**config.mk**
```make
export PLATFORM = sky130hd
export DESIGN_NAME = uart_tx
export DESIGN_NICKNAME = d
export VERILOG_FILES = /design/src/rtl/uart_pkg.sv /design/src/rtl/uart_tx.sv
export SDC_FILE = /design/constraint.sdc
export NUM_CORES = 1
export LEC_CHECK = 0
export CAP_MARGIN = 10
export CORE_MARGIN = 1
export CORE_UTILIZATION = 41
export CTS_BUF_LIST = sky130_fd_sc_hd__clkbuf_16
export DETAILED_ROUTE_END_ITERATION = 6
export SYNTH_ARGS = -nofsm -noshare
export SYNTH_HDL_FRONTEND = slang
export SYNTH_SLANG_ARGS = --single-unit
```
**constraint.sdc**
```tcl
create_clock -name clk -period 2.8 [get_ports clk]
set_clock_uncertainty 0.1 [all_clocks]
set_input_delay 0.28 -clock clk [delete_from_list [all_inputs] [get_ports clk]]
set_output_delay 0.28 -clock clk [all_outputs]
set_load 0.02 [all_outputs]
```
**src/rtl/uart_pkg.sv**
```systemverilog
// Shared UART definitions: transmitter state encoding and frame-format bounds.
// The PARITY state only exists when UART_TX_PARITY_EN is defined.
package uart_pkg;

   typedef enum logic [2:0] {
      ST_IDLE   = 3'd0,
      ST_SYNC   = 3'd1,
      ST_START  = 3'd2,
      ST_DATA   = 3'd3,
`ifdef UART_TX_PARITY_EN
      ST_PARITY = 3'd4,
`endif
      ST_STOP   = 3'd5
   } uart_tx_state_t;

   localparam int   DATA_BITS_MIN = 5;
   localparam int   DATA_BITS_MAX = 9;
   localparam int   STOP_BITS_MIN = 1;
   localparam int   STOP_BITS_MAX = 2;
   localparam logic IDLE_LEVEL    = 1'b1;

endpackage

```
**src/rtl/uart_tx.sv**
```systemverilog
// UART transmitter: start bit, DATA_BITS LSB-first, optional parity, STOP_BITS stop bits,
// paced by the baud generator's tick. Parity bit is compiled in with UART_TX_PARITY_EN.
module uart_tx
   import uart_pkg::*;
#(
   parameter int DATA_BITS  = 8,
   parameter int STOP_BITS  = 1,
   parameter int PARITY_ODD = 0
) (
   input  logic                 clk,
   input  logic                 reset_n,
   input  logic                 baud_tick,
   input  logic [DATA_BITS-1:0] tx_data,
   input  logic                 tx_valid,
   output logic                 tx_ready,
   output logic                 tx_busy,
   output logic                 tx_done,
   output logic                 tx
);

   localparam int               CNT_W     = $clog2(DATA_BITS);
   localparam logic [CNT_W-1:0] LAST_BIT  = CNT_W'(DATA_BITS - 1);
   localparam logic             STOP_LAST = (STOP_BITS == 2) ? 1'b1 : 1'b0;

   generate
      if ((DATA_BITS < DATA_BITS_MIN) || (DATA_BITS > DATA_BITS_MAX) ||
          (STOP_BITS < STOP_BITS_MIN) || (STOP_BITS > STOP_BITS_MAX) ||
          (PARITY_ODD < 0) || (PARITY_ODD > 1)) begin : g_bad_cfg
         $error("uart_tx: illegal DATA_BITS/STOP_BITS/PARITY_ODD configuration");
      end
   endgenerate

   uart_tx_state_t       state_r;
   uart_tx_state_t       state_nxt_s;
   logic [DATA_BITS-1:0] shift_r;
   logic [DATA_BITS-1:0] shift_nxt_s;
   logic [CNT_W-1:0]     bit_cnt_r;
   logic [CNT_W-1:0]     bit_cnt_nxt_s;
   logic                 stop_cnt_r;
   logic                 stop_cnt_nxt_s;
   logic                 tx_r;
   logic                 tx_nxt_s;
   logic                 done_r;
   logic                 done_nxt_s;
   logic                 ready_r;
   logic                 busy_r;

`ifdef UART_TX_PARITY_EN
   localparam logic PAR_INV = (PARITY_ODD != 0) ? 1'b1 : 1'b0;

   // The shift register is consumed during DATA, so parity comes from a separate latched copy.
   logic [DATA_BITS-1:0] data_r;
   logic [DATA_BITS-1:0] data_nxt_s;
   logic                 parity_s;

   assign parity_s = (^data_r) ^ PAR_INV;
`endif

   // State register.
   always_ff @(posedge clk or negedge reset_n) begin
      if (!reset_n) begin
         state_r <= ST_IDLE;
      end else begin
         state_r <= state_nxt_s;
      end
   end

   // Next-state decode; ticks are ignored in IDLE so a tick on the acceptance edge is never used.
   always_comb begin
      state_nxt_s = state_r;
      case (state_r)
         ST_IDLE: begin
            if (tx_valid) begin
               state_nxt_s = ST_SYNC;
            end else begin
               state_nxt_s = ST_IDLE;
            end
         end
         ST_SYNC: begin
            if (baud_tick) begin
               state_nxt_s = ST_START;
            end else begin
               state_nxt_s = ST_SYNC;
            end
         end
         ST_START: begin
            if (baud_tick) begin
               state_nxt_s = ST_DATA;
            end else begin
               state_nxt_s = ST_START;
            end
         end
         ST_DATA: begin
            if (baud_tick && (bit_cnt_r == LAST_BIT)) begin
`ifdef UART_TX_PARITY_EN
               state_nxt_s = ST_PARITY;
`else
               state_nxt_s = ST_STOP;
`endif
            end else begin
               state_nxt_s = ST_DATA;
            end
         end
`ifdef UART_TX_PARITY_EN
         ST_PARITY: begin
            if (baud_tick) begin
               state_nxt_s = ST_STOP;
            end else begin
               state_nxt_s = ST_PARITY;
            end
         end
`endif
         ST_STOP: begin
            if (baud_tick && (stop_cnt_r == STOP_LAST)) begin
               state_nxt_s = ST_IDLE;
            end else begin
               state_nxt_s = ST_STOP;
            end
         end
         default: begin
            state_nxt_s = ST_IDLE;
         end
      endcase
   end

   // Datapath and output next values; the line level for each bit is chosen one edge ahead.
   always_comb begin
      shift_nxt_s    = shift_r;
      bit_cnt_nxt_s  = bit_cnt_r;
      stop_cnt_nxt_s = stop_cnt_r;
      tx_nxt_s       = tx_r;
      done_nxt_s     = 1'b0;
`ifdef UART_TX_PARITY_EN
      data_nxt_s     = data_r;
`endif
      case (state_r)
         ST_IDLE: begin
            tx_nxt_s = IDLE_LEVEL;
            if (tx_valid) begin
               shift_nxt_s = tx_data;
`ifdef UART_TX_PARITY_EN
               data_nxt_s  = tx_data;
`endif
            end else begin
               shift_nxt_s = shift_r;
            end
         end
         ST_SYNC: begin
            if (baud_tick) begin
               tx_nxt_s = ~IDLE_LEVEL;
            end else begin
               tx_nxt_s = tx_r;
            end
         end
         ST_START: begin
            if (baud_tick) begin
               tx_nxt_s      = shift_r[0];
               bit_cnt_nxt_s = {CNT_W{1'b0}};
            end else begin
               tx_nxt_s = tx_r;
            end
         end
         ST_DATA: begin
            if (baud_tick) begin
               if (bit_cnt_r == LAST_BIT) begin
`ifdef UART_TX_PARITY_EN
                  tx_nxt_s = parity_s;
`else
                  tx_nxt_s = IDLE_LEVEL;
`endif
                  stop_cnt_nxt_s = 1'b0;
               end else begin
                  shift_nxt_s   = {1'b0, shift_r[DATA_BITS-1:1]};
                  bit_cnt_nxt_s = bit_cnt_r + CNT_W'(1);
                  tx_nxt_s      = shift_r[1];
               end
            end else begin
               tx_nxt_s = tx_r;
            end
         end
`ifdef UART_TX_PARITY_EN
         ST_PARITY: begin
            if (baud_tick) begin
               tx_nxt_s       = IDLE_LEVEL;
               stop_cnt_nxt_s = 1'b0;
            end else begin
               tx_nxt_s = tx_r;
            end
         end
`endif
         ST_STOP: begin
            tx_nxt_s = IDLE_LEVEL;
            if (baud_tick) begin
               if (stop_cnt_r == STOP_LAST) begin
                  done_nxt_s     = 1'b1;
                  stop_cnt_nxt_s = 1'b0;
               end else begin
                  stop_cnt_nxt_s = 1'b1;
               end
            end else begin
               stop_cnt_nxt_s = stop_cnt_r;
            end
         end
         default: begin
            tx_nxt_s = IDLE_LEVEL;
         end
      endcase
   end

   // Datapath and output registers; handshake flags follow the next state so tx_done and tx_ready rise together.
   always_ff @(posedge clk or negedge reset_n) begin
      if (!reset_n) begin
         shift_r    <= {DATA_BITS{1'b0}};
         bit_cnt_r  <= {CNT_W{1'b0}};
         stop_cnt_r <= 1'b0;
         tx_r       <= IDLE_LEVEL;
         done_r     <= 1'b0;
         ready_r    <= 1'b1;
         busy_r     <= 1'b0;
`ifdef UART_TX_PARITY_EN
         data_r     <= {DATA_BITS{1'b0}};
`endif
      end else begin
         shift_r    <= shift_nxt_s;
         bit_cnt_r  <= bit_cnt_nxt_s;
         stop_cnt_r <= stop_cnt_nxt_s;
         tx_r       <= tx_nxt_s;
         done_r     <= done_nxt_s;
         ready_r    <= (state_nxt_s == ST_IDLE);
         busy_r     <= (state_nxt_s != ST_IDLE);
`ifdef UART_TX_PARITY_EN
         data_r     <= data_nxt_s;
`endif
      end
   end

   assign tx       = tx_r;
   assign tx_done  = done_r;
   assign tx_ready = ready_r;
   assign tx_busy  = busy_r;

endmodule
```
==> impl_metrics.yaml <==
place:
  place_area_mm2: 0.00108
  dp_hpwl_um: 1030
  place_ws_ns: 0.736
  io_buffers: 15
  gp_congestion: 0.695
  place_inst: 116
timing:
  fin_hold_ws_ns: 0.396
  slew_headroom_pct: 47.1
  rsz0062_at_grt: "false"
  post-route-min-period_ns: 2.08
  finalWorstSetupSlack_ns: 0.722
  setup_viol: 0
  worstMarginPinSlew_ns: 0.791
  final_hold_viol_count: 0
  maxSlewViolCount: 0
  fin_crit_sh_pct: 74.2
  fmax_ghz: 0.481
  tns_ns: 0
setup_path:
  worst_setup_path_start_kind: "flip-flop"
  endpoint_kind: "flip-flop"
  cpMostUsedCell: "ha_1"
  critPathTopFamily: "adder cells"
  path_class: "reg2reg"
  cp.arrival_ns: 2.11
  crit_chain: "ha_1 > ha_1 > nand4b_1 > a21oi_4 > mux2_2"
  path_max_fanout: 10
  required_ns: 2.83
  max_stage_delay_ns: 0.40
  crit_slowest_cell: "dfrtp_1"
  crit_buf_inv: 0
pwr:
  leakagePower_nw: 0.506
  power_density_mw_per_mm2: 1010
  power.internal_mw: 0.812
  switching_share_pct: 30.5
  vdd.ir_drop.worst_mv: 0.604
  combPwrFrac_pct: 38.4
  power_frac_seq_pct: 37.9
  finalPower_mw: 1.17
  clockPowerShare_pct: 23.7
  p_sw_mw: 0.356
routing:
  drt-met1-wl_um: 798
  drt-total-wl_um: 1510
  drt-pass1-iter-count: 4
  drc_errors: 0
  wire_per_inst_um: 12.7
  routed-via-count: 609
  drt_iter0_markers: 12
  top_layer: "met4"
  wl_met3_um: 81
  antenna_left: 0
  viasPerCell: 5.12
  wl_met2_um: 613
clock_tree:
  clock_latency_ns: 0.25
  cts_htree_levels: 1
  clkSinkCount: 18
  postCtsSetupRepairBufs: 0
  cts_hold_buf: 0
  cts_buffers: 3
  cts-root-buf: "clkbuf_16"
  clock_path_buffers: 2
  path_clk_slew_ns: 0.05
  ctsResizeCount: 0
  cts_tree: "done"
global_routing:
  track_usage_pct: 14.2
  grt_antenna_before_repair: 0
  gr-total-overflow: 0
  grt_first_pass_wirelength_um: 2630
  grt_pass1_vias: 583
  grt_max_degree: 19
floorplanning:
  die_h_um: 49.6
  core.rowCount: 16
  die_x_um: 49.6
  core-area_mm2: 0.00204
  start_util_pct: 45.4
  dieArea_mm2: 0.00246
  ios: 16
synthesis:
  netlist_instances: 79
  syn_nets: 93
  synthFlopType: "dfrtp_1"
  ys.warnings.count: 0
  async_reset_ff_share_pct: 100
  syn_avg_cell_area_um2: 11.7
  ys_ff_latch: 18
  synth_cell_types: 30
  syn_area_um2: 927
  yosysSeqAreaShare_pct: 48.9
  synth_edf_count: 0
final_layout:
  fillers: 182
  seq_area_um2: 453
  final_cell_mix: "dfrtp_1 (16), clkdlybuf4s50_1 (15), mux2_2 (14)"
  drive_above_1_share_pct: 25.0
  fin_util_pct: 56.7
  area_growth_pct: 25.0
  finalNetCount: 108
  multiInputGateArea_um2: 432
  layout.cells.non_filler: 119
  n_antenna_cell: 0
  mostFrequentLayoutCell: "dfrtp_1"
  design_area_mm2: 0.00116
worst_hold_path:
  hold_class: "in2async"
job:
  max_cap_viol_count: 0
run_status:
  status: "finished, final reports clean"
## synth_stat cells (2+ instances only)
master / count / area [um^2]
mux2_2: 14 / 158
nand2b_1: 4 / 25.0
inv_1: 4 / 15.0
o21ai_0: 3 / 15.0
ha_1: 2 / 25.0
dfstp_2: 2 / 52.6
clkbuf_1: 3 / 11.3
a22o_1: 3 / 26.3
o22ai_1: 2 / 12.5
dfrtp_1: 16 / 400
a21oi_1: 3 / 15.0
nand2_1: 5 / 18.8
## per-layer routing
metal / up-vias / GRT usage (%)
met3: 2 / 5.86
met4: 0 / 5.71
met1: 282 / 19.8
met2: 15 / 19.4
li1: 310 / -
met5: - / 0
## logic make-up after synthesis
family	count (synthesis)	share of synthesized area (%)
buf+inv	9	4.59
mux	15	18.1
fa+ha+maj	2	2.70
flops	18	48.9
compound gates	17	13.6
simple gates	18	12.1
## state kept, by name, indices dropped and copies added, names as in the netlist
name / count
shift_r: 8
tx: 1
state_r: 3
bit_cnt_r: 3
tx_ready: 1
tx_busy: 1
tx_done: 1
## layout make-up
| class | count | share of cell area [%] |
|---|---|---|
| Clock buffer | 3 | 6.48 |
| Inverter | 4 | 1.30 |
| Multi-Input combinational cell | 52 | 37.3 |
| Sequential cell | 18 | 39.1 |
| Tap cell | 27 | 2.92 |
| Timing Repair Buffer | 15 | 13.0 |
## final timing paths
| path | startpoint | slack [ns] | end | cells past startpoint |
|---|---|---|---|---|
| setup / recovery | bit_cnt_r[0] | 0.72 | shift_r[5] | 5 |
| hold / removal | reset_n | 0.40 | bit_cnt_r[2] | 1 |
| setup reg to reg | bit_cnt_r[0] | 0.72 | shift_r[5] | 5 |
| hold reg to reg | shift_r[2] | 0.40 | shift_r[2] | 1 |
| max in group asynchronous | reset_n | 1.71 | shift_r[7] | 1 |
| min in group clk | shift_r[2] | 0.40 | shift_r[2] | 1 |
## power by group through the flow
stage | sequential, mW | combinational (mW) | clock, mW
global placement | 0.447 | 0.451 | 0
global route | 0.457 | 0.500 | 0.294
finish | 0.443 | 0.449 | 0.277
detailed placement | 0.447 | 0.454 | 0
CTS | 0.443 | 0.456 | 0.284
floorplan | 0.412 | 0.396 | 0
Note: power is estimated with default switching activity, not from simulation.
